--- src/rtl/bsram_port_arbiter_if.sv ---
// Request/response and RAM-side signal bundle for bsram_port_arbiter.
// Suffix _0/_1 selects the requester; mem* signals face BSRAM_byte_en.
interface bsram_port_arbiter_if #(
    parameter int unsigned DATA_WIDTH = 32,
    parameter int unsigned ADDR_WIDTH = 8
);
    localparam int unsigned NB = DATA_WIDTH / 8;

    logic                  reqValid_0;
    logic                  reqReady_0;
    logic                  reqWrite_0;
    logic [NB-1:0]         reqByteEn_0;
    logic [ADDR_WIDTH-1:0] reqAddress_0;
    logic [DATA_WIDTH-1:0] reqWriteData_0;
    logic                  reqLock_0;
    logic                  respValid_0;
    logic [DATA_WIDTH-1:0] respData_0;

    logic                  reqValid_1;
    logic                  reqReady_1;
    logic                  reqWrite_1;
    logic [NB-1:0]         reqByteEn_1;
    logic [ADDR_WIDTH-1:0] reqAddress_1;
    logic [DATA_WIDTH-1:0] reqWriteData_1;
    logic                  reqLock_1;
    logic                  respValid_1;
    logic [DATA_WIDTH-1:0] respData_1;

    logic                  memReadEnable;
    logic [ADDR_WIDTH-1:0] memReadAddress;
    logic [DATA_WIDTH-1:0] memReadData;
    logic                  memWriteEnable;
    logic [NB-1:0]         memWriteByteEnable;
    logic [ADDR_WIDTH-1:0] memWriteAddress;
    logic [DATA_WIDTH-1:0] memWriteData;

    modport slave (
        input  reqValid_0, reqWrite_0, reqByteEn_0, reqAddress_0, reqWriteData_0, reqLock_0,
        input  reqValid_1, reqWrite_1, reqByteEn_1, reqAddress_1, reqWriteData_1, reqLock_1,
        input  memReadData,
        output reqReady_0, respValid_0, respData_0,
        output reqReady_1, respValid_1, respData_1,
        output memReadEnable, memReadAddress,
        output memWriteEnable, memWriteByteEnable, memWriteAddress, memWriteData
    );

    modport master (
        output reqValid_0, reqWrite_0, reqByteEn_0, reqAddress_0, reqWriteData_0, reqLock_0,
        output reqValid_1, reqWrite_1, reqByteEn_1, reqAddress_1, reqWriteData_1, reqLock_1,
        output memReadData,
        input  reqReady_0, respValid_0, respData_0,
        input  reqReady_1, respValid_1, respData_1,
        input  memReadEnable, memReadAddress,
        input  memWriteEnable, memWriteByteEnable, memWriteAddress, memWriteData
    );
endinterface

--- src/rtl/bsram_port_arbiter.sv ---
// Round-robin arbiter sharing one byte-enabled block RAM between two requesters,
// with a bounded lock for read-modify-write and a one-cycle read response path.
module bsram_port_arbiter #(
    parameter int unsigned DATA_WIDTH      = 32,
    parameter int unsigned ADDR_WIDTH      = 8,
    parameter int unsigned MAX_LOCK_CYCLES = 16
) (
    input  logic                 clock,
    input  logic                 reset,
    bsram_port_arbiter_if.slave  bus
);
    localparam int unsigned NB = DATA_WIDTH / 8;
    localparam int unsigned CW = $clog2(MAX_LOCK_CYCLES + 1);

    typedef enum logic [1:0] {ARB, LOCK0, LOCK1} state_t;

    state_t        state;
    logic          rr_ptr;
    logic [CW-1:0] lock_cnt;
    logic          rd_pending;
    logic          rd_owner;

    logic                  grant_valid;
    logic                  grant_id;
    logic                  g_write;
    logic                  g_lock;
    logic [NB-1:0]         g_be;
    logic [ADDR_WIDTH-1:0] g_addr;
    logic [DATA_WIDTH-1:0] g_data;
    logic                  rd_grant;
    logic                  wr_grant;

    always_comb begin
        grant_valid = 1'b0;
        grant_id    = 1'b0;
        case (state)
            ARB: begin
                if (bus.reqValid_0 && bus.reqValid_1) begin
                    grant_valid = 1'b1;
                    grant_id    = rr_ptr;
                end else if (bus.reqValid_0) begin
                    grant_valid = 1'b1;
                end else if (bus.reqValid_1) begin
                    grant_valid = 1'b1;
                    grant_id    = 1'b1;
                end
            end
            LOCK0: grant_valid = bus.reqValid_0;
            LOCK1: begin
                grant_valid = bus.reqValid_1;
                grant_id    = 1'b1;
            end
            default: grant_valid = 1'b0;
        endcase
        // Reset low gates every grant so all outputs read 0 while held in reset.
        grant_valid = grant_valid & reset;

        g_write = grant_id ? bus.reqWrite_1     : bus.reqWrite_0;
        g_lock  = grant_id ? bus.reqLock_1      : bus.reqLock_0;
        g_be    = grant_id ? bus.reqByteEn_1    : bus.reqByteEn_0;
        g_addr  = grant_id ? bus.reqAddress_1   : bus.reqAddress_0;
        g_data  = grant_id ? bus.reqWriteData_1 : bus.reqWriteData_0;
        rd_grant = grant_valid & ~g_write;
        wr_grant = grant_valid &  g_write;
    end

    assign bus.reqReady_0 = grant_valid & ~grant_id;
    assign bus.reqReady_1 = grant_valid &  grant_id;

    assign bus.memReadEnable      = rd_grant;
    assign bus.memReadAddress     = rd_grant ? g_addr : '0;
    assign bus.memWriteEnable     = wr_grant;
    assign bus.memWriteByteEnable = wr_grant ? g_be   : '0;
    assign bus.memWriteAddress    = wr_grant ? g_addr : '0;
    assign bus.memWriteData       = wr_grant ? g_data : '0;

    assign bus.respValid_0 = reset & rd_pending & ~rd_owner;
    assign bus.respValid_1 = reset & rd_pending &  rd_owner;
    assign bus.respData_0  = bus.respValid_0 ? bus.memReadData : '0;
    assign bus.respData_1  = bus.respValid_1 ? bus.memReadData : '0;

    always_ff @(posedge clock or negedge reset) begin
        if (!reset) begin
            state      <= ARB;
            rr_ptr     <= 1'b0;
            lock_cnt   <= '0;
            rd_pending <= 1'b0;
            rd_owner   <= 1'b0;
        end else begin
            rd_pending <= rd_grant;
            if (rd_grant) begin
                rd_owner <= grant_id;
            end
            case (state)
                ARB: begin
                    if (grant_valid) begin
                        rr_ptr <= ~grant_id;
                        if (g_lock) begin
                            state    <= grant_id ? LOCK1 : LOCK0;
                            lock_cnt <= '0;
                        end
                    end
                end
                LOCK0, LOCK1: begin
                    lock_cnt <= lock_cnt + CW'(1);
                    if ((grant_valid && !g_lock) || lock_cnt == CW'(MAX_LOCK_CYCLES - 1)) begin
                        state    <= ARB;
                        rr_ptr   <= (state == LOCK0);
                        lock_cnt <= '0;
                    end
                end
                default: state <= ARB;
            endcase
        end
    end
endmodule

--- src/flat_wrapper.sv ---
// flat-port wrapper written by rule: the top's interface ports become plain ports
module bsram_port_arbiter_flat 
#(
    parameter int unsigned DATA_WIDTH      = 32,
    parameter int unsigned ADDR_WIDTH      = 8,
    parameter int unsigned MAX_LOCK_CYCLES = 16
)
  (clock, reset, bus_reqValid_0, bus_reqWrite_0, bus_reqByteEn_0, bus_reqAddress_0, bus_reqWriteData_0, bus_reqLock_0, bus_reqValid_1, bus_reqWrite_1, bus_reqByteEn_1, bus_reqAddress_1, bus_reqWriteData_1, bus_reqLock_1, bus_memReadData, bus_reqReady_0, bus_respValid_0, bus_respData_0, bus_reqReady_1, bus_respValid_1, bus_respData_1, bus_memReadEnable, bus_memReadAddress, bus_memWriteEnable, bus_memWriteByteEnable, bus_memWriteAddress, bus_memWriteData);
  bsram_port_arbiter_if #(.DATA_WIDTH(DATA_WIDTH), .ADDR_WIDTH(ADDR_WIDTH)) bus_i ();
  input  logic clock;
  input  logic reset;
  input wire logic [$bits(bus_i.reqValid_0)-1:0] bus_reqValid_0;
  input wire logic [$bits(bus_i.reqWrite_0)-1:0] bus_reqWrite_0;
  input wire logic [$bits(bus_i.reqByteEn_0)-1:0] bus_reqByteEn_0;
  input wire logic [$bits(bus_i.reqAddress_0)-1:0] bus_reqAddress_0;
  input wire logic [$bits(bus_i.reqWriteData_0)-1:0] bus_reqWriteData_0;
  input wire logic [$bits(bus_i.reqLock_0)-1:0] bus_reqLock_0;
  input wire logic [$bits(bus_i.reqValid_1)-1:0] bus_reqValid_1;
  input wire logic [$bits(bus_i.reqWrite_1)-1:0] bus_reqWrite_1;
  input wire logic [$bits(bus_i.reqByteEn_1)-1:0] bus_reqByteEn_1;
  input wire logic [$bits(bus_i.reqAddress_1)-1:0] bus_reqAddress_1;
  input wire logic [$bits(bus_i.reqWriteData_1)-1:0] bus_reqWriteData_1;
  input wire logic [$bits(bus_i.reqLock_1)-1:0] bus_reqLock_1;
  input wire logic [$bits(bus_i.memReadData)-1:0] bus_memReadData;
  output wire logic [$bits(bus_i.reqReady_0)-1:0] bus_reqReady_0;
  output wire logic [$bits(bus_i.respValid_0)-1:0] bus_respValid_0;
  output wire logic [$bits(bus_i.respData_0)-1:0] bus_respData_0;
  output wire logic [$bits(bus_i.reqReady_1)-1:0] bus_reqReady_1;
  output wire logic [$bits(bus_i.respValid_1)-1:0] bus_respValid_1;
  output wire logic [$bits(bus_i.respData_1)-1:0] bus_respData_1;
  output wire logic [$bits(bus_i.memReadEnable)-1:0] bus_memReadEnable;
  output wire logic [$bits(bus_i.memReadAddress)-1:0] bus_memReadAddress;
  output wire logic [$bits(bus_i.memWriteEnable)-1:0] bus_memWriteEnable;
  output wire logic [$bits(bus_i.memWriteByteEnable)-1:0] bus_memWriteByteEnable;
  output wire logic [$bits(bus_i.memWriteAddress)-1:0] bus_memWriteAddress;
  output wire logic [$bits(bus_i.memWriteData)-1:0] bus_memWriteData;
  assign bus_i.reqValid_0 = bus_reqValid_0;
  assign bus_i.reqWrite_0 = bus_reqWrite_0;
  assign bus_i.reqByteEn_0 = bus_reqByteEn_0;
  assign bus_i.reqAddress_0 = bus_reqAddress_0;
  assign bus_i.reqWriteData_0 = bus_reqWriteData_0;
  assign bus_i.reqLock_0 = bus_reqLock_0;
  assign bus_i.reqValid_1 = bus_reqValid_1;
  assign bus_i.reqWrite_1 = bus_reqWrite_1;
  assign bus_i.reqByteEn_1 = bus_reqByteEn_1;
  assign bus_i.reqAddress_1 = bus_reqAddress_1;
  assign bus_i.reqWriteData_1 = bus_reqWriteData_1;
  assign bus_i.reqLock_1 = bus_reqLock_1;
  assign bus_i.memReadData = bus_memReadData;
  assign bus_reqReady_0 = bus_i.reqReady_0;
  assign bus_respValid_0 = bus_i.respValid_0;
  assign bus_respData_0 = bus_i.respData_0;
  assign bus_reqReady_1 = bus_i.reqReady_1;
  assign bus_respValid_1 = bus_i.respValid_1;
  assign bus_respData_1 = bus_i.respData_1;
  assign bus_memReadEnable = bus_i.memReadEnable;
  assign bus_memReadAddress = bus_i.memReadAddress;
  assign bus_memWriteEnable = bus_i.memWriteEnable;
  assign bus_memWriteByteEnable = bus_i.memWriteByteEnable;
  assign bus_memWriteAddress = bus_i.memWriteAddress;
  assign bus_memWriteData = bus_i.memWriteData;
  bsram_port_arbiter #(.DATA_WIDTH(DATA_WIDTH), .ADDR_WIDTH(ADDR_WIDTH), .MAX_LOCK_CYCLES(MAX_LOCK_CYCLES)) u_core (.clock(clock), .reset(reset), .bus(bus_i));
endmodule
--- config.mk ---
export PLATFORM = sky130hd
export DESIGN_NAME = bsram_port_arbiter_flat
export DESIGN_NICKNAME = d
export VERILOG_FILES = /design/src/rtl/bsram_port_arbiter_if.sv /design/src/rtl/bsram_port_arbiter.sv /design/src/flat_wrapper.sv
export SDC_FILE = /design/constraint.sdc
export NUM_CORES = 1
export LEC_CHECK = 0
export BUFFER_PORTS_ARGS = -buffer_cell sky130_fd_sc_hd__buf_2
export CAP_MARGIN = 25
export CORE_AREA = 2 2 96 98
export DETAILED_ROUTE_END_ITERATION = 6
export DIE_AREA = 0 0 98 100
export GPL_ROUTABILITY_DRIVEN = 0
export GPL_TIMING_DRIVEN = 0
export PLACE_DENSITY = 0.69
export SLEW_MARGIN = 30
export SYNTH_ARGS = -nofsm -noshare
export SYNTH_HDL_FRONTEND = slang
export SYNTH_SLANG_ARGS = --single-unit
--- constraint.sdc ---
create_clock -name clock -period 2.9 [get_ports clock]
set_input_delay 0.29 -clock clock [delete_from_list [all_inputs] [get_ports clock]]
set_output_delay 0.29 -clock clock [all_outputs]
set_load 0.005 [all_outputs]
# Yosys cells after proc, flatten, opt, wreduce, memory -nomap -nowiden
# Index checks and enable logic that the tools add are counted.
[classes]
bitwise = 11
n_reduce_logical = 10
n_eq_ne = 6
mux = 30
n_addsub = 1
[ops]
columns = ["operator", "count"]
rows = [
  ["two-way mux 32 bit", 4],
  ["two-way mux 8 bit", 3],
  ["two-way mux 5 bit", 3],
  ["case mux 5 bit (2 select lines)", 1],
  ["two-way mux 1 bit", 9],
  ["AND reduction 3 bit", 3],
  ["bitwise AND 1 bit", 8],
  ["two-way mux 2 bit", 4],
  ["two-way mux 4 bit", 2],
  ["!= test 2 x 1 -> 1 bit (second input constant)", 3],
  ["adder 5 x 1 -> 5 bit (second input constant)", 1],
  ["== test 5 x 4 -> 1 bit (second input constant)", 1],
  ["case mux 1 bit (2 select lines)", 2],
  ["case mux 2 bit (2 select lines)", 1],
  ["inverter 1 bit", 3],
  ["case mux 1 bit (3 select lines)", 1],
  ["== test 2 x 1 -> 1 bit (second input constant)", 1],
  ["== test 2 bit (second input constant)", 1],
  ["logical AND 1 bit", 2],
  ["logical NOT 2 bit", 1],
  ["nonzero test 2 bit", 1],
  ["OR reduction 2 bit", 1],
  ["logical NOT 1 bit", 1],
  ["logical OR 1 bit", 1],
]
[totals]
word_cells = 63
out_inout_bits = 122
in_bits = 128
ff_bits = 10

# Depth between registers and ports, before layout
# Gate-level depths: netlist of the first run.
[logic_depth]
ltp_word = 10
depth_mapped = 9
ltp_nobuf = 7

# Worst setup path before layout of the first run
# OpenSTA, ideal clock, no wires.
[synth_path]
path_kind = "register -> output"
start = "register u_core.state[0]"
end = "output port bus_memWriteByteEnable[2]"
path_slack_ns = 0.862
arrival_time_ns = 1.748
path_buffers = 3
path_stages_with_launch = 10
required_time_ns = 2.610
path_cell_list = "dfrtp_1 > inv_1 > ha_1 > buf_4 > a31o_2 > mux2i_1 > nand2b_1 > buf_4 > buf_4 > a21oi_1"
[synth_via]
elab_chain_cells = 5
elab_cells_between_ends = 10
classes_between = "eq/ne: 2; mux: 5; bitwise: 2; reduce/logical: 1"
[synth_lines]
columns = ["item", "line_no", "source"]
rows = [
  ["start: declaration", "bsram_port_arbiter.sv:17", "state_t state;"],
  ["start signal: assignment", "bsram_port_arbiter.sv:99", "state <= grant_id ? LOCK1 : LOCK0;"],
  ["== test 2 bit, or another cell as far along", "bsram_port_arbiter.sv:36", "case (state)"],
  ["case mux 1 bit (3 select lines) / case mux 1 bit (2 select lines) (equally long branches)", "bsram_port_arbiter.sv:36", ""],
  ["bitwise AND 1 bit / two-way mux 1 bit (equally long branches)", "bsram_port_arbiter.sv:56, bsram_port_arbiter.sv:58", ""],
  ["bitwise AND 1 bit", "bsram_port_arbiter.sv:64", "wr_grant = grant_valid & g_write;"],
  ["two-way mux 4 bit (*)", "bsram_port_arbiter.sv:73", "assign bus.memWriteByteEnable = wr_grant ? g_be : '0;"],
  ["end: declaration", "flat_wrapper.sv:34", "output wire logic [$bits(bus_i.memWriteByteEnable)-1:0] bus_memWriteByteEnable;"],
]
# Mark *: on every way between the ends. The rest lies on a longest branch, timed or not.

# Worst setup path in the final report of the first run
[layout_path]
start = "register u_core.state[0]"
end = "output port bus_memReadAddress[6]"
[layout_via]
elab_chain_cells = 6
elab_cells_between_ends = 11
classes_between = "eq/ne: 2; mux: 5; bitwise: 3; reduce/logical: 1"
[layout_lines]
columns = ["item", "line_no", "source"]
rows = [
  ["== test 2 bit / logical NOT 2 bit (equally long branches)", "bsram_port_arbiter.sv:36", ""],
  ["case mux 1 bit (2 select lines)", "bsram_port_arbiter.sv:36", ""],
  ["two-way mux 1 bit", "bsram_port_arbiter.sv:58", "g_write = grant_id ? bus.reqWrite_1 : bus.reqWrite_0;"],
  ["inverter 1 bit", "bsram_port_arbiter.sv:63", "rd_grant = grant_valid & ~g_write;"],
  ["bitwise AND 1 bit", "bsram_port_arbiter.sv:63", ""],
  ["two-way mux 8 bit (*)", "bsram_port_arbiter.sv:71", "assign bus.memReadAddress = rd_grant ? g_addr : '0;"],
  ["end: declaration", "flat_wrapper.sv:32", "output wire logic [$bits(bus_i.memReadAddress)-1:0] bus_memReadAddress;"],
]
# Marked as above.

==> results of run 1 <==
[registers in the layout, indices dropped and copies added (netlist names)]
name and cells:
u_core.rr_ptr 1, u_core.lock_cnt 5, u_core.rd_pending 1, u_core.state 2, u_core.rd_owner 1
[power groups by stage]
stage | sequential (mW) | clock [mW] | combinational, mW
after global routing | 0.215 | 0.185 | 1.37
final | 0.207 | 0.177 | 1.22
after detailed placement | 0.209 | 0 | 1.23
after global placement | 0.206 | 0 | 1.20
after CTS | 0.207 | 0.180 | 1.23
after floorplan | 0.200 | 0 | 0.769
[worst register-to-register path, stage by stage, from the launching register on]
cell and delay [ns]:
sky130_fd_sc_hd__dfrtp_1 0.43, sky130_fd_sc_hd__inv_1 0.11, sky130_fd_sc_hd__ha_1 0.14, sky130_fd_sc_hd__buf_4 0.14
sky130_fd_sc_hd__o21ai_1 0.11, sky130_fd_sc_hd__a211oi_2 0.32, sky130_fd_sc_hd__o211ai_2 0.20, sky130_fd_sc_hd__a21oi_1 0.21
sky130_fd_sc_hd__mux2_1 0.33
[kinds of logic (layout without fill, tap and decap cells)]
group	after synthesis	count (layout)	share of synthesized area
muxes	10	10	0.0560
buffers and inverters	33	286	0.0864
adders and majority gates	6	6	0.0415
and+or+nand+nor	173	173	0.462
DFF	10	10	0.138
AOI/OAI and AO/OA	65	65	0.216
[cells in the final DEF (no fill, tap or decap), types with 3 or more instances in the layout]
| master | netlist | layout |
|---|---|---|
| sky130_fd_sc_hd__a21oi_1 | 39 | 39 |
| sky130_fd_sc_hd__nand2b_1 | 3 | 3 |
| sky130_fd_sc_hd__ha_1 | 6 | 6 |
| sky130_fd_sc_hd__nor2_1 | 23 | 23 |
| sky130_fd_sc_hd__mux2i_1 | 9 | 9 |
| sky130_fd_sc_hd__clkbuf_1 | 9 | 9 |
| sky130_fd_sc_hd__buf_4 | 7 | 7 |
| sky130_fd_sc_hd__and2_1 | 64 | 64 |
| sky130_fd_sc_hd__clkbuf_8 | 0 | 4 |
| sky130_fd_sc_hd__buf_2 | 5 | 254 |
| sky130_fd_sc_hd__o21ai_0 | 7 | 7 |
| sky130_fd_sc_hd__nand2_1 | 76 | 76 |
| sky130_fd_sc_hd__dfrtp_1 | 10 | 10 |
| sky130_fd_sc_hd__inv_1 | 11 | 11 |
[cell type report]
class | count | area share
clock buffers | 4 | 0.0169
repair buffers | 250 | 0.386
multi-input cells | 254 | 0.431
plain buffers | 21 | 0.0342
flip-flops and latches | 10 | 0.0768
well taps | 111 | 0.0426
inverters | 11 | 0.0127
[worst min path at each step]
stage,startpoint,endpoint,slack [ns],cells after the start
after floorplan,reset,u_core.lock_cnt[0]$_DFFE_PN0P_,-0.006,0
after global placement,reset,u_core.lock_cnt[1]$_DFFE_PN0P_,0.18,1
after detailed placement,reset,u_core.lock_cnt[1]$_DFFE_PN0P_,0.19,1
after CTS,bus_reqLock_1,u_core.state[1]$_DFFE_PN0P_,0.33,3
after global routing,bus_reqLock_1,u_core.state[1]$_DFFE_PN0P_,0.35,3
final,bus_reqLock_1,u_core.state[1]$_DFFE_PN0P_,0.33,3
[what timing repair did]
item	CTS	global route
buffers inserted	0	0
endpoints found under the hold margin	10	0
hold buffers	1	0
endpoints found under the setup margin	0	1
[routing by layer]
| metal | wire (um) | GRT usage | up-vias |
|---|---|---|---|
| met5 | 0 | 0 | - |
| met4 | 98 | 0.0331 | 0 |
| met3 | 689 | 0.0167 | 9 |
| met2 | 4160 | 0.277 | 151 |
| met1 | 3120 | 0.178 | 1319 |
| li1 | - | - | 1476 |
[through the flow]
| stage | hold WS [ns] | area, um^2 | utilization |
|---|---|---|---|
| after floorplan | -0.00559 | 1810 | - |
| after global placement | 0.181 | 3200 | 0.359 |
| after detailed placement | 0.187 | 3200 | 0.359 |
| after CTS | 0.335 | 3260 | 0.367 |
| after global routing | 0.353 | 3260 | 0.366 |
| final | 0.334 | 3260 | 0.366 |
==> metrics.txt, run 1 <==
# TYPE chip_impl_metric gauge
chip_impl_metric{name="clock_latency",unit="ns"} 0.24
chip_impl_metric{name="layout_cells_sized_above_1",unit=""} 0.491
chip_impl_metric{name="rr_worst_depth",unit=""} 8
chip_impl_info{name="cts_root_buf",value="sky130_fd_sc_hd__clkbuf_8"} 1
chip_impl_metric{name="max_freq",unit="GHz"} 0.366
chip_impl_metric{name="p_seq_frac",unit=""} 0.129
chip_impl_metric{name="timing.final.crit_period",unit="ns"} 2.74
chip_impl_metric{name="global_route.overflow_total",unit=""} 0
chip_impl_info{name="yosys.cell_count.top_type",value="sky130_fd_sc_hd__nand2_1"} 1
chip_impl_info{name="status",value="complete, no violations"} 1
chip_impl_metric{name="worst-endpoint-arrival",unit="ns"} 2.45
chip_impl_info{name="synth.top_cells.by_count",value="76 x sky130_fd_sc_hd__nand2_1, 64 x sky130_fd_sc_hd__and2_1, 39 x sky130_fd_sc_hd__a21oi_1"} 1
chip_impl_metric{name="die_width",unit="um"} 98
chip_impl_info{name="cp_cell_sequence",value="inv_1 > ha_1 > buf_4 > a31oi_1 > buf_2 > buf_4 > mux2i_1 > nor2_1 > buf_2"} 1
chip_impl_metric{name="multi_input_comb_area",unit="mm^2"} 0.00140
chip_impl_metric{name="comb_power_share",unit=""} 0.761
chip_impl_metric{name="antenna_found_initial",unit=""} 0
chip_impl_metric{name="setup_viol",unit=""} 0
chip_impl_info{name="synth_top_flop_cell",value="sky130_fd_sc_hd__dfrtp_1"} 1
chip_impl_metric{name="coreArea",unit="mm^2"} 0.00889
chip_impl_info{name="timing.critical_path.from",value="u_core.state[0]$_DFFE_PN0P_"} 1
chip_impl_metric{name="final_nets",unit=""} 685
chip_impl_metric{name="via_count_of_the_first_global_routing_pass",unit=""} 2622
chip_impl_metric{name="crit_path_max_incr_delay",unit="ns"} 0.43
chip_impl_metric{name="vias_per_cell",unit=""} 4.47
chip_impl_info{name="worstSetupEndpoint",value="bus_memReadAddress[6]"} 1
chip_impl_metric{name="synth-seq-cells",unit=""} 10
chip_impl_metric{name="netlist_instances",unit=""} 297
chip_impl_info{name="rsz_0062_raised_after_global_routing",value="false"} 1
chip_impl_metric{name="drt.antenna.violating_nets",unit=""} 0
chip_impl_metric{name="synth.yosys.warnings",unit=""} 0
chip_impl_metric{name="first_pass_iters",unit=""} 4
chip_impl_info{name="cells_taking_the_most_area_after_synthesis",value="sky130_fd_sc_hd__and2_1 22%, sky130_fd_sc_hd__nand2_1 16%, sky130_fd_sc_hd__dfrtp_1 14%, sky130_fd_sc_hd__a21oi_1 11%, sky130_fd_sc_hd__mux2i_1 5.0%"} 1
chip_impl_metric{name="detail_route.wl_per_cell",unit="um"} 12.2
chip_impl_metric{name="ys_types",unit=""} 35
chip_impl_metric{name="p_sw",unit="uW"} 804
chip_impl_metric{name="die-height",unit="um"} 100
chip_impl_metric{name="fin_total_pwr",unit="mW"} 1.61
chip_impl_info{name="cpMaxStageDelayCell",value="sky130_fd_sc_hd__dfrtp_1"} 1
chip_impl_metric{name="layout_setup_ws",unit="ns"} 0.164
chip_impl_metric{name="worst_slew_pin_slew",unit="ns"} 0.442
chip_impl_metric{name="ir_worst_vdd",unit="mV"} 0.267
chip_impl_metric{name="dp_cells",unit=""} 657
chip_impl_metric{name="clock_power_share",unit=""} 0.110
chip_impl_metric{name="post_cts.resized_instances",unit=""} 0
chip_impl_metric{name="slew_headroom",unit=""} 0.705
chip_impl_metric{name="synthDominantCellAreaShare",unit=""} 0.221
chip_impl_metric{name="start_util",unit=""} 0.204
chip_impl_metric{name="critical_path.max_fanout",unit=""} 10
chip_impl_metric{name="grt_start_max_net_pins",unit=""} 15
chip_impl_metric{name="post_synth_instance_area",unit="mm^2"} 0.00181
chip_impl_metric{name="max-clock-path-buffers",unit=""} 2
chip_impl_metric{name="ys_seq_area_frac",unit=""} 0.138
chip_impl_info{name="hold_path_class",value="primary input to flip-flop"} 1
chip_impl_metric{name="drv_slew",unit=""} 0
chip_impl_metric{name="dpl.hpwl",unit="um"} 6930
chip_impl_metric{name="postSynthNetCount",unit=""} 431
chip_impl_metric{name="setup_tns",unit="ns"} 0
chip_impl_metric{name="synthToLayoutAreaGrowth",unit="%"} 79.9
chip_impl_metric{name="synth_edf_count",unit=""} 0
chip_impl_metric{name="wirelength",unit="um"} 8070
chip_impl_metric{name="syn-mean-instance-area",unit="um^2"} 6.10
chip_impl_metric{name="p_int",unit="uW"} 802
chip_impl_metric{name="p_sw_frac",unit=""} 0.501
chip_impl_metric{name="die-area",unit="mm^2"} 0.00980
chip_impl_info{name="r2r-end",value="u_core.rr_ptr$_DFFE_PN0P_"} 1
chip_impl_metric{name="clkSinkCount",unit=""} 10
chip_impl_metric{name="route.detailed.drc",unit=""} 0
chip_impl_info{name="synth_top_area_cell",value="sky130_fd_sc_hd__and2_1"} 1
chip_impl_metric{name="r2r_setup_slack",unit="ns"} 0.77
chip_impl_metric{name="std_cell_rows",unit=""} 35
chip_impl_metric{name="nFillCells",unit=""} 988
chip_impl_metric{name="cts.reportedPaths.clkPinSlew",unit="ns"} 0.05
chip_impl_metric{name="timing.final.hold_violations",unit=""} 0
chip_impl_info{name="worstSetupStartpointType",value="flip-flop"} 1
chip_impl_metric{name="min_period_over_period",unit=""} 0.943
chip_impl_metric{name="clock_skew",unit="ns"} 0.000299
chip_impl_info{name="timing.critical_path.max_delay_family",value="buffers and inverters"} 1
chip_impl_metric{name="postSynth.asyncResetShare",unit=""} 1.00
chip_impl_info{name="critPathKind",value="flip-flop to primary output"} 1
chip_impl_info{name="cts_tree",value="yes"} 1
chip_impl_metric{name="sequential_cell_area",unit="um^2"} 250
chip_impl_metric{name="cap_violations",unit=""} 0
chip_impl_metric{name="top_level_ports",unit=""} 250
chip_impl_metric{name="place.port_buffers",unit=""} 249
chip_impl_metric{name="gr-usage-all-layers",unit=""} 0.147
chip_impl_metric{name="leakage",unit="nW"} 2.08
chip_impl_metric{name="number_of_cts_inserted_buffers",unit=""} 3
chip_impl_metric{name="ctsHtreeMaxLevel",unit=""} 1
chip_impl_metric{name="timing.critical_path.depth",unit=""} 9
chip_impl_metric{name="cp.required",unit="ns"} 2.61
chip_impl_metric{name="drt_iter0_drc",unit=""} 58
chip_impl_metric{name="overall_via_count_from_detail_route",unit=""} 2955
chip_impl_metric{name="power_density",unit="mW/mm^2"} 493
chip_impl_metric{name="antenna_cells",unit=""} 0
chip_impl_info{name="worst_r2r_startpoint",value="u_core.state[0]$_DFFE_PN0P_"} 1
chip_impl_metric{name="crit_buf_inv",unit=""} 5
chip_impl_metric{name="grt_first_pass_wirelength",unit="um"} 12200
chip_impl_metric{name="pre_cts_ws",unit="ns"} 0.415
chip_impl_metric{name="finish.cell_count_without_fillers",unit=""} 661
chip_impl_info{name="worstSetupEndpointType",value="primary output"} 1
Power figures use the tool's default switching activity.
==> run 2: changes to the inputs <==
Settings changed: CORE_AREA 2 2 96 98 to 10 10 89 91, DIE_AREA 0 0 98 100 to 0 0 99 101, PLACE_DENSITY 0.69 to 0.89.
==> run 2 against run 1 <==
Compared with the run above:
- sequential share of layout area rose by 0.096 points
- total power rose by 2.4%
- flip-flop and latch count did not move
- clock skew rose by 0.0054 ns
- largest power group unchanged
- core utilization rose by 15 points
- largest cell class unchanged
- fmax rose by 1.1%
- cell count fell by 5.1%
- worst setup slack improved by 0.029 ns
- routed wire length rose by 34%
- highest routed layer unchanged
- first-iteration DRC count rose by 24%
- die area rose by 2.0%
- hold slack improved by 0.0014 ns
==> metrics.txt, run 2 (synthesis gave the netlist of run 1 again) <==
# TYPE chip_impl_metric gauge
chip_impl_metric{name="p_sw",unit="uW"} 836
chip_impl_metric{name="worst-endpoint-arrival",unit="ns"} 2.42
chip_impl_metric{name="std_cell_rows",unit=""} 29
chip_impl_metric{name="r2r_setup_slack",unit="ns"} 0.68
chip_impl_info{name="top_register",value="u_core.lock_cnt"} 1
chip_impl_metric{name="gr-usage-all-layers",unit=""} 0.190
chip_impl_metric{name="min_delay_path_depth",unit=""} 3
chip_impl_metric{name="clock_power_share",unit=""} 0.110
chip_impl_metric{name="number_of_cts_inserted_buffers",unit=""} 3
chip_impl_info{name="hold_path_class",value="primary input to flip-flop"} 1
chip_impl_metric{name="largest_register_ffs",unit=""} 5
chip_impl_metric{name="die-area",unit="mm^2"} 0.0100
chip_impl_metric{name="rr_worst_depth",unit=""} 8
chip_impl_metric{name="ctsHtreeMaxLevel",unit=""} 1
chip_impl_metric{name="cp.required",unit="ns"} 2.61
chip_impl_metric{name="finish.cell_count_without_fillers",unit=""} 627
chip_impl_metric{name="wl_met3",unit="um"} 984
chip_impl_metric{name="detail_route.wl_per_cell",unit="um"} 17.2
chip_impl_metric{name="nFillCells",unit=""} 604
chip_impl_metric{name="timing.final.crit_period",unit="ns"} 2.71
chip_impl_metric{name="die-height",unit="um"} 101
chip_impl_metric{name="dpl.hpwl",unit="um"} 9330
chip_impl_metric{name="route.detailed.drc",unit=""} 0
chip_impl_metric{name="cts_post_setup_buffers_inserted",unit=""} 0
chip_impl_metric{name="drt-met1-wl",unit="um"} 3900
chip_impl_info{name="timing.critical_path.from",value="u_core.state[0]$_DFFE_PN0P_"} 1
chip_impl_metric{name="critical_path.max_fanout",unit=""} 10
chip_impl_info{name="worst_r2r_startpoint",value="u_core.state[0]$_DFFE_PN0P_"} 1
chip_impl_metric{name="p_seq_frac",unit=""} 0.125
chip_impl_info{name="topRoutingLayerUsed",value="met4"} 1
chip_impl_metric{name="die_width",unit="um"} 99
chip_impl_metric{name="pre_cts_ws",unit="ns"} 0.424
chip_impl_info{name="whs_endpoint",value="u_core.state[1]$_DFFE_PN0P_"} 1
chip_impl_metric{name="slew_headroom",unit=""} 0.698
chip_impl_info{name="cts_root_buf",value="sky130_fd_sc_hd__clkbuf_8"} 1
chip_impl_info{name="cts_tree",value="yes"} 1
chip_impl_metric{name="top_level_ports",unit=""} 250
chip_impl_metric{name="ir_worst_vdd",unit="mV"} 0.309
chip_impl_metric{name="first_pass_iters",unit=""} 4
chip_impl_metric{name="clock_skew",unit="ns"} 0.00572
chip_impl_metric{name="drt.antenna.violating_nets",unit=""} 0
chip_impl_metric{name="via_count_of_the_first_global_routing_pass",unit=""} 3094
chip_impl_info{name="status",value="complete, no violations"} 1
chip_impl_metric{name="synthToLayoutAreaGrowth",unit="%"} 77.7
chip_impl_metric{name="overall_via_count_from_detail_route",unit=""} 2984
chip_impl_metric{name="worst_slew_pin_slew",unit="ns"} 0.454
chip_impl_metric{name="layout_cells_sized_above_1",unit=""} 0.491
chip_impl_metric{name="start_util",unit=""} 0.292
chip_impl_info{name="largest_registers",value="u_core.lock_cnt: 5 flops, u_core.state: 2 flops"} 1
chip_impl_info{name="worstSetupEndpointType",value="primary output"} 1
chip_impl_metric{name="power_density",unit="mW/mm^2"} 511
chip_impl_metric{name="max_freq",unit="GHz"} 0.369
chip_impl_info{name="hold_path.startpoint",value="bus_reqLock_1"} 1
chip_impl_metric{name="min_period_over_period",unit=""} 0.933
chip_impl_metric{name="clock_latency",unit="ns"} 0.25
chip_impl_metric{name="wirelength",unit="um"} 10800
chip_impl_metric{name="comb_power_share",unit=""} 0.764
chip_impl_metric{name="met2RoutedLength",unit="um"} 5770
chip_impl_metric{name="cap_violations",unit=""} 0
chip_impl_metric{name="grt_first_pass_wirelength",unit="um"} 15900
chip_impl_info{name="most-common-layout-cells",value="253 x sky130_fd_sc_hd__buf_2, 76 x sky130_fd_sc_hd__nand2_1, 64 x sky130_fd_sc_hd__and2_1, 39 x sky130_fd_sc_hd__a21oi_1, 23 x sky130_fd_sc_hd__nor2_1"} 1
chip_impl_metric{name="coreArea",unit="mm^2"} 0.00620
chip_impl_metric{name="drt_iter0_drc",unit=""} 72
chip_impl_metric{name="leakage",unit="nW"} 2.08
chip_impl_info{name="worstSetupStartpointType",value="flip-flop"} 1
chip_impl_metric{name="clkSinkCount",unit=""} 10
chip_impl_metric{name="vias_per_cell",unit=""} 4.76
chip_impl_metric{name="global_route.overflow_total",unit=""} 0
chip_impl_info{name="critPathKind",value="flip-flop to primary output"} 1
chip_impl_info{name="r2r-end",value="u_core.rr_ptr$_DFFE_PN0P_"} 1
chip_impl_metric{name="grt_start_max_net_pins",unit=""} 15
chip_impl_metric{name="p_sw_frac",unit=""} 0.508
chip_impl_info{name="layout_commonest_cell",value="sky130_fd_sc_hd__buf_2"} 1
chip_impl_metric{name="final_nets",unit=""} 685
chip_impl_metric{name="cts.reportedPaths.clkPinSlew",unit="ns"} 0.05
chip_impl_metric{name="max-clock-path-buffers",unit=""} 2
chip_impl_metric{name="setup_tns",unit="ns"} 0
chip_impl_metric{name="antenna_found_initial",unit=""} 0
chip_impl_metric{name="setup_viol",unit=""} 0
chip_impl_metric{name="antenna_cells",unit=""} 0
chip_impl_metric{name="place.port_buffers",unit=""} 249
chip_impl_metric{name="timing.final.hold_violations",unit=""} 0
chip_impl_metric{name="drv_slew",unit=""} 0
chip_impl_metric{name="layout_setup_ws",unit="ns"} 0.193
chip_impl_metric{name="p_int",unit="uW"} 808
chip_impl_metric{name="dp_cells",unit=""} 623
[run 2: cell count changes in the layout (fill, tap and decap cells not counted), sizes merged]
| cell | delta |
|---|---|
| buf | -1 |
| clkbuf | +1 |
[run 2: critical path: stages (launching register included)]
cell,delay (ns)
sky130_fd_sc_hd__dfrtp_1,0.42
sky130_fd_sc_hd__inv_1,0.09
sky130_fd_sc_hd__ha_1,0.20
sky130_fd_sc_hd__buf_4,0.16
sky130_fd_sc_hd__a31oi_1,0.32
sky130_fd_sc_hd__clkbuf_4,0.32
sky130_fd_sc_hd__buf_4,0.22
sky130_fd_sc_hd__mux2i_1,0.25
sky130_fd_sc_hd__nor2_1,0.05
sky130_fd_sc_hd__buf_2,0.14
[run 2: what timing repair did]
item | 4_1_cts | 5_1_grt
endpoints found under the setup margin | 0 | 5
gates resized for setup | 0 | 1
hold endpoints to repair | 10 | 0
hold buffers | 1 | 0
[run 2: power by group through the flow]
stage          Combinational [mW]  Clock [mW]  Sequential (mW)
6_report                     1.26       0.181            0.206
5_1_grt                      1.40       0.192            0.213
4_1_cts                      1.26       0.183            0.206
3_5_place_dp                 1.25           0            0.208
3_3_place_gp                 1.21           0            0.205
2_1_floorplan               0.769           0            0.200
[run 2: layout make-up]
cell class / instances / area (um^2) / area share
Multi-Input combinational cell: 254 / 1400 / 0.436
Timing Repair Buffer: 250 / 1260 / 0.391
Sequential cell: 10 / 250 / 0.0778
Buffer: 21 / 114 / 0.0354
Tap cell: 77 / 96.3 / 0.0299
Clock buffer: 4 / 55.1 / 0.0171
Inverter: 11 / 41.3 / 0.0128
[run 2: how the worst max path moves through the flow]
stage / endpoint / slack, ns / depth (start not counted)
after detailed placement: bus_memWriteAddress[6] / 0.42 / 9
after floorplan: bus_memWriteByteEnable[2] / 0.86 / 9
after global placement: bus_memReadAddress[5] / 0.52 / 9
after global routing: bus_memWriteAddress[5] / -0.01 / 9
after CTS: bus_memWriteAddress[6] / 0.17 / 9
final: bus_memReadAddress[5] / 0.19 / 9
[run 2: layer usage]
metal	global-route usage	vias to the layer above
met5	0	-
met4	0.0452	0
met3	0.0583	12
met2	0.362	182
met1	0.196	1319
li1	-	1471
[run 2: metrics by stage]
step                area (um^2)   util  hold slack [ns]  power (mW)
finish                     3220  0.518            0.335        1.64
global route               3220  0.518            0.362        1.81
CTS                        3220  0.519            0.336        1.65
detailed placement         3150  0.508            0.187        1.46
global placement           3150  0.508            0.182        1.41
floorplan                  1810      -         -0.00559       0.969
==> run 3: changes to the inputs <==
Settings changed: ABC_AREA set to 1, CORE_AREA 10 10 89 91 to 10 10 88 90, DIE_AREA 0 0 99 101 to 0 0 98 100, PLACE_DENSITY 0.89 to 0.93.
==> run 3 against run 2 <==
Compared with the run above:
- worst setup slack better by 0.14 ns
- first-iteration DRC count down 1.4%
- clock power about the same
- non-clock buffer count down 1
- synthesized area up 7.7%
==> metrics.txt, run 3 <==
# TYPE chip_impl_metric gauge
chip_impl_metric{name="pre_cts_ws",unit="ns"} 0.615
chip_impl_metric{name="grt_start_max_net_pins",unit=""} 13
chip_impl_metric{name="drv_slew",unit=""} 0
chip_impl_metric{name="wirelength",unit="um"} 10800
chip_impl_metric{name="top_level_ports",unit=""} 250
chip_impl_metric{name="timing.final.hold_violations",unit=""} 0
chip_impl_info{name="whs_endpoint",value="u_core.rd_owner$_DFFE_PN0P_"} 1
chip_impl_metric{name="overall_via_count_from_detail_route",unit=""} 3251
chip_impl_metric{name="start_util",unit=""} 0.318
chip_impl_metric{name="dp_cells",unit=""} 689
chip_impl_metric{name="postSynth.asyncResetShare",unit=""} 1.00
chip_impl_metric{name="ys_types",unit=""} 24
chip_impl_metric{name="max-clock-path-buffers",unit=""} 2
chip_impl_metric{name="gr-usage-all-layers",unit=""} 0.205
chip_impl_metric{name="clock_skew",unit="ns"} 0.00261
chip_impl_metric{name="postSynthNetCount",unit=""} 497
chip_impl_info{name="top_register",value="u_core.lock_cnt"} 1
chip_impl_metric{name="cts.reportedPaths.clkPinSlew",unit="ns"} 0.05
chip_impl_metric{name="die-area",unit="mm^2"} 0.00980
chip_impl_metric{name="p_sw_frac",unit=""} 0.547
chip_impl_metric{name="clock_latency",unit="ns"} 0.24
chip_impl_metric{name="number_of_cts_inserted_buffers",unit=""} 3
chip_impl_metric{name="syn-mean-instance-area",unit="um^2"} 5.37
chip_impl_info{name="cts_tree",value="yes"} 1
chip_impl_metric{name="timing.final.crit_period",unit="ns"} 2.57
chip_impl_metric{name="cp.required",unit="ns"} 2.61
chip_impl_metric{name="netlist_instances",unit=""} 363
chip_impl_metric{name="finish.utilization",unit=""} 0.548
chip_impl_info{name="cells_taking_the_most_area_after_synthesis",value="sky130_fd_sc_hd__nand2_1 21%, sky130_fd_sc_hd__nor2_1 17%, sky130_fd_sc_hd__a21oi_2 14%, sky130_fd_sc_hd__dfrtp_1 13%, sky130_fd_sc_hd__inv_1 11%"} 1
chip_impl_metric{name="die-height",unit="um"} 100
chip_impl_metric{name="min_delay_path_depth",unit=""} 5
chip_impl_info{name="r2r-end",value="u_core.lock_cnt[0]$_DFFE_PN0P_"} 1
chip_impl_metric{name="largest_register_ffs",unit=""} 5
chip_impl_metric{name="layout_setup_ws",unit="ns"} 0.331
chip_impl_metric{name="clkSinkCount",unit=""} 10
chip_impl_info{name="hold_path_class",value="primary input to flip-flop"} 1
chip_impl_metric{name="antenna_found_initial",unit=""} 1
chip_impl_metric{name="grt_first_pass_wirelength",unit="um"} 17000
chip_impl_metric{name="coreArea",unit="mm^2"} 0.00613
chip_impl_metric{name="vias_per_cell",unit=""} 4.68
chip_impl_metric{name="power_density",unit="mW/mm^2"} 550
chip_impl_metric{name="first_pass_iters",unit=""} 5
chip_impl_info{name="synth.top_cells.by_count",value="109 x sky130_fd_sc_hd__nand2_1, 88 x sky130_fd_sc_hd__nor2_1, 59 x sky130_fd_sc_hd__inv_1"} 1
chip_impl_metric{name="p_int",unit="uW"} 838
chip_impl_metric{name="max_freq",unit="GHz"} 0.389
chip_impl_metric{name="hold_slack_final",unit="ns"} 0.451
chip_impl_metric{name="critical_path.max_fanout",unit=""} 10
chip_impl_info{name="critPathKind",value="flip-flop to primary output"} 1
chip_impl_info{name="timing.critical_path.from",value="u_core.state[0]$_DFFE_PN0P_"} 1
chip_impl_metric{name="slew_headroom",unit=""} 0.717
chip_impl_metric{name="layout_cells_sized_above_1",unit=""} 0.496
chip_impl_metric{name="rr_worst_depth",unit=""} 13
chip_impl_metric{name="worst_slew_pin_slew",unit="ns"} 0.425
chip_impl_metric{name="place.port_buffers",unit=""} 249
chip_impl_metric{name="drt.antenna.violating_nets",unit=""} 0
chip_impl_info{name="hold_path.startpoint",value="bus_reqWrite_1"} 1
chip_impl_metric{name="synth.yosys.warnings",unit=""} 0
chip_impl_metric{name="clock_power_share",unit=""} 0.098
chip_impl_metric{name="nFillCells",unit=""} 572
chip_impl_metric{name="dpl.hpwl",unit="um"} 9550
chip_impl_metric{name="finish.cell_count_without_fillers",unit=""} 695
chip_impl_info{name="most-common-layout-cells",value="256 x sky130_fd_sc_hd__buf_2, 109 x sky130_fd_sc_hd__nand2_1, 88 x sky130_fd_sc_hd__nor2_1, 59 x sky130_fd_sc_hd__inv_1, 32 x sky130_fd_sc_hd__a21oi_2"} 1
chip_impl_metric{name="final_nets",unit=""} 752
chip_impl_metric{name="p_seq_frac",unit=""} 0.115
chip_impl_metric{name="setup_viol",unit=""} 0
chip_impl_metric{name="synthDominantCellAreaShare",unit=""} 0.210
chip_impl_metric{name="ys_seq_area_frac",unit=""} 0.128
chip_impl_metric{name="leakage",unit="nW"} 2.32
chip_impl_info{name="synth_top_area_cell",value="sky130_fd_sc_hd__nand2_1"} 1
chip_impl_metric{name="die_width",unit="um"} 98
chip_impl_metric{name="cap_violations",unit=""} 0
chip_impl_metric{name="detail_route.wl_per_cell",unit="um"} 15.5
chip_impl_metric{name="ctsHtreeMaxLevel",unit=""} 1
chip_impl_info{name="cts_root_buf",value="sky130_fd_sc_hd__clkbuf_8"} 1
chip_impl_metric{name="drt_iter0_drc",unit=""} 71
chip_impl_metric{name="ir_worst_vdd",unit="mV"} 0.379
chip_impl_metric{name="r2r_setup_slack",unit="ns"} 0.94
chip_impl_info{name="synth_top_flop_cell",value="sky130_fd_sc_hd__dfrtp_1"} 1
chip_impl_info{name="yosys.cell_count.top_type",value="sky130_fd_sc_hd__nand2_1"} 1
chip_impl_metric{name="synth-seq-cells",unit=""} 10
chip_impl_metric{name="global_route.overflow_total",unit=""} 0
chip_impl_metric{name="post_synth_instance_area",unit="mm^2"} 0.00195
chip_impl_metric{name="setup_tns",unit="ns"} 0
chip_impl_metric{name="min_period_over_period",unit=""} 0.886
chip_impl_metric{name="std_cell_rows",unit=""} 29
chip_impl_metric{name="p_sw",unit="mW"} 1.01
chip_impl_metric{name="worst-endpoint-arrival",unit="ns"} 2.28
chip_impl_info{name="worst_r2r_startpoint",value="u_core.state[0]$_DFFE_PN0P_"} 1
chip_impl_metric{name="comb_power_share",unit=""} 0.787
chip_impl_info{name="status",value="complete, no violations"} 1
chip_impl_info{name="largest_registers",value="u_core.lock_cnt: 5 flops, u_core.state: 2 flops"} 1
chip_impl_info{name="layout_commonest_cell",value="sky130_fd_sc_hd__buf_2"} 1
chip_impl_metric{name="synth_edf_count",unit=""} 0
chip_impl_metric{name="route.detailed.drc",unit=""} 0
chip_impl_info{name="worstSetupEndpointType",value="primary output"} 1
chip_impl_metric{name="synthToLayoutAreaGrowth",unit="%"} 72.3
chip_impl_info{name="rsz_0062_raised_after_global_routing",value="false"} 1
chip_impl_info{name="worstSetupStartpointType",value="flip-flop"} 1
chip_impl_metric{name="cts_post_setup_buffers_inserted",unit=""} 0
chip_impl_metric{name="via_count_of_the_first_global_routing_pass",unit=""} 3412
[run 3: worst max path at each step]
stage	end	slack, ns	depth (start not counted)
3_5_place_dp	bus_memWriteData[26]	0.61	12
2_1_floorplan	bus_memReadAddress[0]	1.02	11
6_report	bus_memWriteData[30]	0.33	12
3_3_place_gp	bus_memWriteByteEnable[1]	0.70	12
5_1_grt	bus_memWriteByteEnable[1]	0.13	12
4_1_cts	bus_memWriteByteEnable[1]	0.35	12
[run 3: final cells by class]
cell class              count  area [um^2]  area share
multi-input cells         272         1350       0.402
repair buffers            250         1260       0.374
plain buffers              20          118      0.0350
flip-flops and latches     10          250      0.0745
diodes                      1         2.50    0.000745
clock buffers               4         55.1      0.0164
well taps                  77         96.3      0.0287
inverters                  61          231      0.0689
[run 3: cells by family (layout without fill, tap and decap cells)]
group / count (synthesis) / after routing / synth area share
XOR/XNOR: 1 / 1 / 0.00449
AO/OA/AOI/OAI: 41 / 41 / 0.171
AND/OR/NAND/NOR: 216 / 216 / 0.438
other: 0 / 1 / 0
buffers and inverters: 81 / 335 / 0.179
flip-flops: 10 / 10 / 0.128
adder cells (fa/ha/maj): 6 / 6 / 0.0385
multiplexers: 8 / 8 / 0.0411
[run 3: power groups by stage]
stage                     Sequential [mW]  Combinational, mW  Clock (mW)
after CTS                           0.211               1.46       0.181
after detailed placement            0.214               1.45           0
after floorplan                     0.205              0.936           0
final                               0.212               1.45       0.181
after global routing                0.216               1.62       0.187
after global placement              0.210               1.39           0
[run 3: routing by layer]
metal	routed length [um]	up-vias	track usage
met5	0	-	0
li1	-	1589	-
met2	5510	201	0.391
met4	350	0	0.0861
met3	1220	27	0.0749
met1	3710	1434	0.193
[run 3: repair_timing]
action                    CTS  global route
hold endpoints to repair   10             0
resized for setup           0             0
hold buffers                1             0
[run 3: critical path, stage by stage, from the launching register on]
cell,delay [ns]
sky130_fd_sc_hd__dfrtp_1,0.39
sky130_fd_sc_hd__inv_1,0.08
sky130_fd_sc_hd__ha_1,0.27
sky130_fd_sc_hd__nand2_1,0.10
sky130_fd_sc_hd__inv_1,0.05
sky130_fd_sc_hd__nand2_2,0.07
sky130_fd_sc_hd__nand2_2,0.11
sky130_fd_sc_hd__inv_2,0.12
sky130_fd_sc_hd__buf_2,0.23
sky130_fd_sc_hd__buf_2,0.27
sky130_fd_sc_hd__nand2_1,0.10
sky130_fd_sc_hd__a21oi_2,0.13
sky130_fd_sc_hd__buf_2,0.12
[run 3: metrics by stage]
step / power (mW) / area [um^2]
global placement: 1.60 / 3290
floorplan: 1.14 / 1950
CTS: 1.85 / 3360
detailed placement: 1.66 / 3290
finish: 1.85 / 3360
global route: 2.02 / 3360
